### config.mk
export PLATFORM = sky130hd
export DESIGN_NAME = microarch_trace_encoder
export DESIGN_NICKNAME = d
export VERILOG_FILES = /design/src/rtl/microarchtrace_pkg.sv /design/src/rtl/trace_fifo.sv /design/src/rtl/microarch_trace_encoder.sv
export SDC_FILE = /design/constraint.sdc
export NUM_CORES = 1
export LEC_CHECK = 0
export BUFFER_PORTS_ARGS = -buffer_cell sky130_fd_sc_hd__buf_2
export CAP_MARGIN = 20
export CORE_AREA = 8 8 361 363
export CTS_BUF_LIST = sky130_fd_sc_hd__clkbuf_8
export DETAILED_ROUTE_END_ITERATION = 7
export DIE_AREA = 0 0 369 371
export GPL_TIMING_DRIVEN = 0
export PLACE_DENSITY = 0.59
export SYNTH_ARGS = -nofsm -noshare
export SYNTH_HDL_FRONTEND = slang
export SYNTH_HIERARCHICAL = 1
export SYNTH_SLANG_ARGS = --single-unit
export TNS_END_PERCENT = 30
### constraint.sdc
create_clock -name clk -period 12.6 [get_ports clk]
set_clock_uncertainty 0.05 [all_clocks]
set_input_delay 0 -clock clk [delete_from_list [all_inputs] [get_ports clk]]
set_output_delay 0 -clock clk [all_outputs]
set_load 0.02 [all_outputs]
### src/rtl/microarchtrace_pkg.sv
`default_nettype none
// ============================================================================
// Module      : microarchtrace_pkg
// Description : Shared record kinds, field widths and state encodings for the
//               microarchitecture trace encoder.
// Revision    : 1.0 - initial release
// ============================================================================
package microarchtrace_pkg;

    typedef enum logic [2:0] {
        KIND_SINGLE   = 3'd0,
        KIND_START    = 3'd1,
        KIND_END      = 3'd2,
        KIND_ABORT    = 3'd3,
        KIND_OVERFLOW = 3'd4,
        KIND_WRAP     = 3'd5
    } trace_kind_e;

    localparam int c_KIND_W    = 3;
    localparam int c_PAYLOAD_W = 32;
    localparam int c_DROP_W    = 16;

    // Record layout for the default configuration (2 stages, 16-bit timestamp)
    localparam int c_DEF_SID_W = 1;
    localparam int c_DEF_TS_W  = 16;

    typedef struct packed {
        trace_kind_e                kind;
        logic [c_DEF_SID_W-1:0]     stage;
        logic [c_DEF_TS_W-1:0]      ts;
        logic [c_PAYLOAD_W-1:0]     payload;
    } trace_rec_t;

    localparam logic [0:0] c_ST_IDLE = 1'b0;
    localparam logic [0:0] c_ST_BUSY = 1'b1;

    function automatic int sid_width(input int n);
        return (n <= 1) ? 1 : $clog2(n);
    endfunction

endpackage
`default_nettype wire

### src/rtl/trace_fifo.sv
`default_nettype none
// ============================================================================
// Module      : trace_fifo
// Description : Synchronous first-word-fall-through FIFO with a registered
//               head; the head holds its last value once the FIFO drains.
// Revision    : 1.0 - initial release
// ============================================================================
module trace_fifo #(
    parameter  int WIDTH = 8,
    parameter  int DEPTH = 16,
    localparam int c_AW  = $clog2(DEPTH),
    localparam int c_LW  = $clog2(DEPTH) + 1
) (
    input  logic             clk,
    input  logic             rst,
    input  logic             push,
    input  logic [WIDTH-1:0] wdata,
    output logic             full,
    input  logic             pop,
    output logic [WIDTH-1:0] rdata,
    output logic             empty,
    output logic [c_LW-1:0]  level
);

    logic [WIDTH-1:0] r_mem [DEPTH];
    logic [c_AW-1:0]  r_wr_ptr;
    logic [c_AW-1:0]  r_rd_ptr;
    logic [c_LW-1:0]  r_level;
    logic [WIDTH-1:0] r_dout;
    logic             w_pop_ok;
    logic             w_push_ok;

    assign w_pop_ok  = pop && (r_level != '0);
    // A pop in the same cycle frees the slot, so a full FIFO still accepts
    assign w_push_ok = push && ((r_level != c_LW'(DEPTH)) || w_pop_ok);

    always_ff @(posedge clk) begin
        if (w_push_ok) begin
            r_mem[r_wr_ptr] <= wdata;
        end
    end

    always_ff @(posedge clk or posedge rst) begin
        if (rst) begin
            r_wr_ptr <= '0;
            r_rd_ptr <= '0;
            r_level  <= '0;
            r_dout   <= '0;
        end else begin
            if (w_push_ok) begin
                r_wr_ptr <= r_wr_ptr + 1'b1;
            end
            if (w_pop_ok) begin
                r_rd_ptr <= r_rd_ptr + 1'b1;
            end
            case ({w_push_ok, w_pop_ok})
                2'b10:   r_level <= r_level + 1'b1;
                2'b01:   r_level <= r_level - 1'b1;
                default: r_level <= r_level;
            endcase
            if (w_pop_ok && (r_level > c_LW'(1))) begin
                r_dout <= r_mem[r_rd_ptr + 1'b1];
            end else if (w_push_ok && ((r_level == '0) || w_pop_ok)) begin
                r_dout <= wdata;
            end
        end
    end

    assign full  = (r_level == c_LW'(DEPTH));
    assign empty = (r_level == '0);
    assign level = r_level;
    assign rdata = r_dout;

endmodule
`default_nettype wire

### src/rtl/microarch_trace_encoder.sv
`default_nettype none
// ============================================================================
// Module      : microarch_trace_encoder
// Description : Per-stage execution classifier, timestamping, drop accounting
//               and round-robin arbitration into a record FIFO.
// Revision    : 1.0 - initial release
// ============================================================================
module microarch_trace_encoder
    import microarchtrace_pkg::*;
#(
    parameter  int N_STAGES = 2,
    parameter  int TS_W     = 16,
    parameter  int DEPTH    = 16,
    localparam int c_SID_W  = sid_width(N_STAGES),
    localparam int c_REC_W  = c_KIND_W + c_SID_W + TS_W + c_PAYLOAD_W,
    localparam int c_LVL_W  = $clog2(DEPTH) + 1
) (
    input  logic                    clk,
    input  logic                    rst,
    input  logic                    trace_en,
    input  logic [N_STAGES-1:0]     stage_act,
    input  logic [N_STAGES-1:0]     stage_done,
    input  logic [32*N_STAGES-1:0]  stage_pc,
    output logic                    rec_valid,
    input  logic                    rec_ready,
    output logic [c_REC_W-1:0]      rec_data,
    output logic [c_DROP_W-1:0]     drop_count,
    output logic [c_LVL_W-1:0]      fifo_level
);

    logic [TS_W-1:0]      r_ts;
    logic                 r_wrap_pend;
    logic [c_DROP_W-1:0]  r_drop_count;
    logic [c_DROP_W-1:0]  r_drop_delta;
    logic [c_SID_W-1:0]   r_rr_ptr;
    logic [c_SID_W-1:0]   w_rr_sel;
    logic                 w_rr_found;
    int                   w_best_dist;
    logic [N_STAGES-1:0]  w_hold_v;
    logic [N_STAGES-1:0]  w_evt_drop;
    logic [N_STAGES-1:0]  w_drain;
    logic [c_REC_W-1:0]   w_hold_rec [N_STAGES];
    logic [c_REC_W-1:0]   w_stage_rec;
    logic [c_REC_W-1:0]   w_wr_data;
    logic                 w_fifo_full;
    logic                 w_fifo_empty;
    logic                 w_pop;
    logic                 w_can_wr;
    logic                 w_wr_ovf;
    logic                 w_wr_wrap;
    logic                 w_wr_stage;
    logic                 w_push;
    logic [c_DROP_W-1:0]  w_drop_n;
    logic [c_DROP_W:0]    w_drop_sum;
    logic [c_DROP_W:0]    w_delta_sum;

    for (genvar g = 0; g < N_STAGES; g++) begin : g_stage
        logic [0:0]         r_state;
        logic [0:0]         w_state_nxt;
        logic               w_evt;
        trace_kind_e        w_kind;
        logic               r_hold_v;
        logic [c_REC_W-1:0] r_hold_rec;

        always_ff @(posedge clk or posedge rst) begin
            if (rst) begin
                r_state <= c_ST_IDLE;
            end else begin
                r_state <= w_state_nxt;
            end
        end

        always_comb begin
            w_state_nxt = r_state;
            if (!trace_en) begin
                w_state_nxt = c_ST_IDLE;
            end else begin
                case (r_state)
                    c_ST_IDLE: if (stage_act[g] && !stage_done[g]) w_state_nxt = c_ST_BUSY;
                    c_ST_BUSY: if (!stage_act[g] || stage_done[g]) w_state_nxt = c_ST_IDLE;
                    default:   w_state_nxt = c_ST_IDLE;
                endcase
            end
        end

        always_comb begin
            w_evt  = 1'b0;
            w_kind = KIND_SINGLE;
            if (trace_en) begin
                case (r_state)
                    c_ST_IDLE: begin
                        w_evt  = stage_act[g];
                        w_kind = stage_done[g] ? KIND_SINGLE : KIND_START;
                    end
                    c_ST_BUSY: begin
                        w_evt  = !stage_act[g] || stage_done[g];
                        w_kind = !stage_act[g] ? KIND_ABORT : KIND_END;
                    end
                    default: w_evt = 1'b0;
                endcase
            end
        end

        // A draining register can take a new event in the same cycle
        always_ff @(posedge clk or posedge rst) begin
            if (rst) begin
                r_hold_v   <= 1'b0;
                r_hold_rec <= '0;
            end else if (w_evt && (!r_hold_v || w_drain[g])) begin
                r_hold_v   <= 1'b1;
                r_hold_rec <= {w_kind, c_SID_W'(g), r_ts, stage_pc[32*g +: 32]};
            end else if (w_drain[g]) begin
                r_hold_v   <= 1'b0;
            end
        end

        assign w_hold_v[g]   = r_hold_v;
        assign w_hold_rec[g] = r_hold_rec;
        assign w_evt_drop[g] = w_evt && r_hold_v && !w_drain[g];
        assign w_drain[g]    = w_wr_stage && (w_rr_sel == c_SID_W'(g));
    end

    // Closest pending stage at or after the round-robin pointer wins
    always_comb begin
        w_rr_found  = 1'b0;
        w_rr_sel    = '0;
        w_best_dist = N_STAGES;
        w_stage_rec = '0;
        for (int i = 0; i < N_STAGES; i++) begin
            if (w_hold_v[i] && (((i + N_STAGES - int'(r_rr_ptr)) % N_STAGES) < w_best_dist)) begin
                w_best_dist = (i + N_STAGES - int'(r_rr_ptr)) % N_STAGES;
                w_rr_sel    = c_SID_W'(i);
                w_rr_found  = 1'b1;
                w_stage_rec = w_hold_rec[i];
            end
        end
    end

    assign w_pop      = rec_valid && rec_ready;
    assign w_can_wr   = !w_fifo_full || w_pop;
    assign w_wr_ovf   = w_can_wr && (r_drop_delta != '0);
    assign w_wr_wrap  = w_can_wr && (r_drop_delta == '0) && r_wrap_pend;
    assign w_wr_stage = w_can_wr && (r_drop_delta == '0) && !r_wrap_pend && w_rr_found;
    assign w_push     = w_wr_ovf || w_wr_wrap || w_wr_stage;

    always_comb begin
        w_wr_data = w_stage_rec;
        if (w_wr_ovf) begin
            w_wr_data = {KIND_OVERFLOW, c_SID_W'(0), r_ts, 16'h0000, r_drop_delta};
        end else if (w_wr_wrap) begin
            w_wr_data = {KIND_WRAP, c_SID_W'(0), TS_W'(0), 32'h0000_0000};
        end
    end

    assign w_drop_n    = c_DROP_W'($countones(w_evt_drop));
    assign w_drop_sum  = {1'b0, r_drop_count} + {1'b0, w_drop_n};
    assign w_delta_sum = (w_wr_ovf ? '0 : {1'b0, r_drop_delta}) + {1'b0, w_drop_n};

    always_ff @(posedge clk or posedge rst) begin
        if (rst) begin
            r_ts         <= '0;
            r_wrap_pend  <= 1'b0;
            r_drop_count <= '0;
            r_drop_delta <= '0;
            r_rr_ptr     <= '0;
        end else begin
            r_ts         <= r_ts + 1'b1;
            r_wrap_pend  <= (r_wrap_pend && !w_wr_wrap) || ((&r_ts) && trace_en);
            r_drop_count <= w_drop_sum[c_DROP_W]  ? '1 : w_drop_sum[c_DROP_W-1:0];
            r_drop_delta <= w_delta_sum[c_DROP_W] ? '1 : w_delta_sum[c_DROP_W-1:0];
            if (w_wr_stage) begin
                r_rr_ptr <= (w_rr_sel == c_SID_W'(N_STAGES - 1)) ? '0 : w_rr_sel + 1'b1;
            end
        end
    end

    trace_fifo #(
        .WIDTH (c_REC_W),
        .DEPTH (DEPTH)
    ) u_fifo (
        .clk   (clk),
        .rst   (rst),
        .push  (w_push),
        .wdata (w_wr_data),
        .full  (w_fifo_full),
        .pop   (w_pop),
        .rdata (rec_data),
        .empty (w_fifo_empty),
        .level (fifo_level)
    );

    assign rec_valid  = !w_fifo_empty;
    assign drop_count = r_drop_count;

endmodule
`default_nettype wire

* After elaboration in Yosys (flattened, before gate mapping)
Memories as Yosys holds them, arrays and structs flattened.
Index checks and enable logic that the tools add are counted.
** Cells by class
- Add/sub/neg operators :: 11
- Multipliers :: 0
- Divide/modulo/power cells :: 0
- $lt $le $gt $ge :: 3
- Eq/ne operators :: 4
- Shifts and indexed selects :: 0
- Mux-type cells :: 41
- Bitwise logic cells :: 5
- Reduce and logical (&&, ||, !) cells :: 55
** Operator list (number)
- $mux 52 :: 6
- $mux 16 :: 3
- $add 16x2->17 :: 2
- $lt 2x32->1 :: 1
- $mux 32 :: 1
- $logic_and 1x1->1 :: 24
- $mux 1 :: 22
- $add 16x1->16 const B :: 1
- $logic_not 16->1 :: 1
- $reduce_and 16->1 :: 1
- $reduce_bool 16->1 :: 1
- $logic_not 1->1 :: 12
- $pmux 3 s2 :: 2
- $logic_or 1x1->1 :: 10
- $pmux 5 s2 :: 1
- $add 4x1->4 const B :: 2
- $pmux 1 s2 :: 4
- $reduce_bool 2->1 :: 4
- $mux 3 :: 2
- $sub 2x1->3 const A :: 2
- $add 5x1->5 const B :: 1
- $eq 5x5->1 const B :: 1
- $gt 5x1->1 const B :: 1
- $logic_not 5->1 :: 1
- 10 further kinds :: 13
** Word-level totals
- Register bits after elaboration :: 222
- Latch bits :: 0
- RAM bits :: 832
- Bits in read-only memories :: 0
- Input bits :: 72
- Output and inout port bits :: 74
- Word-level logic and storage cells :: 135
- Memories kept :: 1
** Memories
- u_fifo.r_mem :: depth 16, bits a word 52, rd ports 1, clocked after memory_dff 0, wr ports 1, line trace_fifo.sv:25 : logic [WIDTH-1:0] r_mem [DEPTH];

* Longest topological paths before layout
- Depth after elaboration :: 15
- Mapped depth :: 16
- Depth with buffers taken out :: 13

* Cells and area by module
Netlist, hierarchy kept.
** By module, submodules not included
- trace_fifo :: instances 1, cells each 1848, area each 35092.4 um^2, sequential area each 26610.5 um^2
- microarch_trace_encoder :: instances 1, cells each 725, area each 8102.8 um^2, sequential area each 3878.7 um^2

* Least setup slack after synthesis
OpenSTA, ideal clock, no wires.
- Kind :: flip-flop to flip-flop
- Start point :: register u_fifo.r_level[1], in the netlist u_fifo/level[1]
- End point :: memory u_fifo/r_mem[4][0] (netlist name) (enable)
- Setup time :: 537 ps
- Data arrival time :: 6705 ps
- Data required time :: 12013 ps
- Slack :: 5309 ps
- Cell stages (with the launch flop) :: 15
- Path buffers :: 4
- Period minus slack after synthesis :: 7291 ps
- Path through :: dfrtp_1 > inv_2 > ha_1 > or3b_2 > clkbuf_1 > nor2_1 > and2_1 > or3_1 > buf_2 > nand3_1 > clkbuf_1 > o31a_1 > clkbuf_1 > nand2_1 > nor3b_1
** Between the ends
- Elaborated cells on any way between the ends :: 20
- Classes of those cells :: 2 x eq/ne; 2 x mux; 16 x reduce/logical
** RTL lines
- from (decl) :: line trace_fifo.sv:28 : logic [c_LW-1:0] r_level;
- from (signal assigned) :: line trace_fifo.sv:57 : 2'b10: r_level <= r_level + 1'b1;
- from (signal assigned) :: line trace_fifo.sv:58 : 2'b01: r_level <= r_level - 1'b1;
- from (signal assigned) :: line trace_fifo.sv:59 : default: r_level <= r_level;
- $eq 5x5->1 (*) :: line trace_fifo.sv:69 : assign full = (r_level == c_LW'(DEPTH));
- via w_fifo_full :: line microarch_trace_encoder.sv:45 : logic w_fifo_full;
- $logic_not 1->1 (*) :: line microarch_trace_encoder.sv:140 : assign w_can_wr = !w_fifo_full || w_pop;
- $logic_or 1x1->1 (*) :: line microarch_trace_encoder.sv:140
- $logic_and 1x1->1 :: line microarch_trace_encoder.sv:142, microarch_trace_encoder.sv:143
- $logic_and 1x1->1 (on tied branches) :: line microarch_trace_encoder.sv:142, microarch_trace_encoder.sv:143
- $logic_or 1x1->1 / $logic_and 1x1->1 (equally long branches) :: line microarch_trace_encoder.sv:144, microarch_trace_encoder.sv:143
- $logic_or 1x1->1 (*) :: line microarch_trace_encoder.sv:144 : assign w_push = w_wr_ovf || w_wr_wrap || w_wr_stage;
- via w_push :: line microarch_trace_encoder.sv:52 : logic w_push;
- $logic_and 1x1->1 (*) :: line trace_fifo.sv:35 : assign w_push_ok = push && ((r_level != c_LW'(DEPTH)) || w_pop_ok);
- $mux 1 (*) :: line trace_fifo.sv:38 : if (w_push_ok) begin
- $mux 1 (not written as such) (*) :: line trace_fifo.sv:39 : r_mem[r_wr_ptr] <= wdata;
- to (decl) :: line trace_fifo.sv:25
The timed path passes the listed nets; every way through them passes the cells marked *.

* Worst setup path in the final report
- Start point :: register u_fifo.r_level[1], in the netlist u_fifo/level[1]
- End point :: memory u_fifo/r_mem[5][23] (netlist name) (enable)
The elaborated chain is that of the path after synthesis.

==> results.sh <==
export IMPL_timing_hold_ws_ns=0.1318
export IMPL_async_flop_share_pct=20.91
export IMPL_yosys_top_cells_count="edfxtp_1 (832), mux2i_1 (264), dfrtp_1 (220)"
export IMPL_critPathLaunch="u_fifo/level[1]"
export IMPL_power_density_nw_per_um2=287.3
export IMPL_dieHeight_um=371
export IMPL_port_buffers=145
export IMPL_ctsResizeCount=0
export IMPL_initial_utilization_pct=34.67
export IMPL_drive_gt1_share_pct=28.06
export IMPL_netlist_top_cells_area="edfxtp_1 (58%), dfrtp_1 (13%), mux2i_1 (6.1%), mux2_2 (5.6%), mux2_4 (3.4%)"
export IMPL_power_mw=14.93
export IMPL_yosys_register_bits=1052
export IMPL_end_kind="flip-flop"
export IMPL_drc=0
export IMPL_synth_main_ff_cell="edfxtp_1"
export IMPL_overflow=0
export IMPL_syn_nets=2657
export IMPL_drtIter0Drc=2395
export IMPL_htree_levels=4
export IMPL_yosysTopAreaCell="edfxtp_1"
export IMPL_core_area_um2=124600
export IMPL_critPathRequiredTime_ns=13.06
export IMPL_pwr_share_comb_pct=45.6
export IMPL_syn_to_final_growth_pct=20.25
export IMPL_leakage_nw=19.89
export IMPL_switching_share_pct=39.26
export IMPL_grt_pass1_wl_mm=178.3
export IMPL_holdPathEnd="g_stage[1].r_hold_rec[49]"
export IMPL_drt_total_wl_mm=123.3
export IMPL_power_switching_mw=5.860
export IMPL_clock_sinks=1052
export IMPL_syn_instance_count=2573
export IMPL_cts_path_max_buffers=3
export IMPL_routabilityCongestion=0.8001
export IMPL_cap_violations=0
export IMPL_wl_per_cell_um=25.03
export IMPL_synth_top_cell_area_share_pct=57.84
export IMPL_min_period_ns=5.743
export IMPL_synth_cell_area_um2=43200
export IMPL_outcome="complete, no violations"
export IMPL_row_count=130
export IMPL_clkLatencyLatePin_ns=0.83
export IMPL_dp_hpwl_mm=81.63
export IMPL_crit_type="reg2reg"
export IMPL_power_frac_seq_pct=35.9
export IMPL_arrival_ns=6.20
export IMPL_reg2reg_slack_ns=6.86
export IMPL_firstDrtPassIters=6
export IMPL_hp_class="in2reg"
export IMPL_crit_fanout=10
export IMPL_yosysMostFrequentCell="edfxtp_1"
export IMPL_io_pins=146
export IMPL_synth_edf_count=832
export IMPL_vias=25700
export IMPL_cp_start_kind="flip-flop"
export IMPL_hold_viol=0
export IMPL_rsz0062_at_grt="false"
export IMPL_root_buffer="clkbuf_8"
export IMPL_fmax_mhz=174.1
export IMPL_p_int_mw=9.066
export IMPL_hp_start="stage_done[1]"
export IMPL_grt_max_degree=91
export IMPL_slew_viol_final=0
export IMPL_tritoncts="done"
export IMPL_grt_pass1_vias=26550
export IMPL_yosysWarnings=6
export IMPL_num_nets_final=3210
export IMPL_vias_per_cell=5.219
export IMPL_reg2reg_from="u_fifo/level[1]"
export IMPL_cts_buffers_inserted=167
export IMPL_worstMarginPinSlew_ns=1.106
export IMPL_maxSlewHeadroom_pct=26.25
export IMPL_grt_use_total_pct=17.49
export IMPL_antenna_found_initial=3
export IMPL_reg2regPathDepth=18
export IMPL_finalCritPeriodShare_pct=45.58
export IMPL_rr_endpoint="u_fifo/r_mem[5][23]"
export IMPL_dieArea_um2=136900
export IMPL_avgSynthCellArea_um2=16.79
export IMPL_ir_drop_mv=0.1424
export IMPL_hold_depth=4
export IMPL_setup_violations=0
export IMPL_power_frac_clock_pct=18.6
export IMPL_ant_nets=0
export IMPL_final_fill_count=11420
export IMPL_die_width_um=369
export IMPL_cts_clk_slew_worst_paths_ns=0.06
export IMPL_netlist_cell_type_count=69
export IMPL_ys_seq_area_share_pct=70.58
how the worst max path moves through the flow:
stage               slack, ns                   end  cells after the start
CTS                      6.85   u_fifo/r_mem[5][23]                     17
floorplan                5.31    u_fifo/r_mem[4][0]                     14
finish                   6.86   u_fifo/r_mem[5][23]                     18
global placement        -0.54  u_fifo/r_mem[11][24]                     12
global route             6.54   u_fifo/r_mem[5][23]                     18
detailed placement       6.90   u_fifo/r_mem[5][24]                     17
metrics by stage:
stage	area, um^2	utilization, %	setup TNS [ns]	setup WS [ns]	instances
2_1_floorplan	43200	-	0	5.309	2573
3_3_place_gp	45990	36.91	-79.35	-0.5398	4368
3_5_place_dp	47240	37.91	0	6.899	4457
4_1_cts	51880	41.64	0	6.855	4914
5_1_grt	51940	41.68	0	6.540	4922
6_report	51940	41.69	0	6.857	4925
layout by cell type (no fill, tap or decap), types with 55 or more instances in the layout:
cell type,netlist,final
buf_2,67,212
mux2_2,213,213
mux2_4,97,97
o22ai_1,112,112
edfxtp_1,832,832
clkbuf_8,0,187
mux2i_1,264,264
dfrtp_1,220,220
a21oi_1,69,59
inv_1,17,92
nand2_1,89,89
buf_6,13,55
clkbuf_1,67,67
dlygate4sd3_1,0,143
a221o_1,104,104
critical path, stage by stage (launching register included):
cell,delay (ns)
dfrtp_1,0.52
inv_2,0.11
ha_1,0.23
or3b_2,0.19
clkbuf_1,0.22
nor2_1,0.19
nand2_1,0.12
nand2_1,0.16
clkbuf_1,0.37
nand3_1,0.35
clkbuf_1,0.34
o31a_1,0.34
clkbuf_1,0.41
nand2_1,0.20
nor3b_2,0.82
buf_8,0.24
buf_6,0.18
buf_6,0.18
buf_6,0.18
flip-flops by register name (all words and copies together) (netlist names):
signal and cells:
u_fifo/r_rd_ptr 4, r_ts 16, g_stage.r_hold_v 2, r_wrap_pend 1
u_fifo/level 5, g_stage.r_hold_rec 101, r_drop_delta 16, g_stage.r_state 2
drop_count 16, u_fifo/rdata 52, r_rr_ptr 1, u_fifo/r_mem 832
u_fifo/r_wr_ptr 4
power groups by stage:
| stage | registers [mW] | logic [mW] | clock network, mW |
|---|---|---|---|
| final | 5.35 | 6.80 | 2.77 |
| after global routing | 5.42 | 7.18 | 2.98 |
| after CTS | 5.36 | 6.80 | 2.84 |
| after detailed placement | 5.42 | 6.73 | 0 |
| after global placement | 5.53 | 6.37 | 0 |
| after floorplan | 5.47 | 4.10 | 0 |
per-layer routing:
| layer | share of wire, % | GRT usage [%] | vias up |
|---|---|---|---|
| li1 | - | - | 11440 |
| met1 | 42 | 22.36 | 13270 |
| met2 | 50 | 30.23 | 831 |
| met3 | 5.9 | 3.107 | 168 |
| met4 | 2.5 | 5.350 | 0 |
| met5 | 0 | 0 | - |
cell type report:
cell class / count / area (um^2) / share of cell area, %
Sequential cell: 1052 / 30490 / 58.70
Multi-Input combinational cell: 1333 / 11820 / 22.76
Timing Repair Buffer: 384 / 3343 / 6.436
Clock buffer: 187 / 2574 / 4.955
Tap cell: 1650 / 2064 / 3.974
Buffer: 170 / 925.9 / 1.782
Clock inverter: 127 / 639.4 / 1.231
Inverter: 18 / 77.57 / 0.1493
Antenna cell: 4 / 10.01 / 0.01927
kinds of logic after synthesis:
family	Yosys count	synth area share, %
compound gates	438	7.563
xor+xnor	28	0.5851
fa+ha+maj	13	0.3708
buf+inv	188	2.300
flops	1052	70.58
mux	574	15.04
simple gates	280	3.554
repair_timing:
item                       in CTS  in global routing
setup buffers                   0                  0
hold endpoints to repair      296                  0
setup endpoints to repair       0                  0
hold buffers                  143                  0
(Power assumes the default switching activity.)
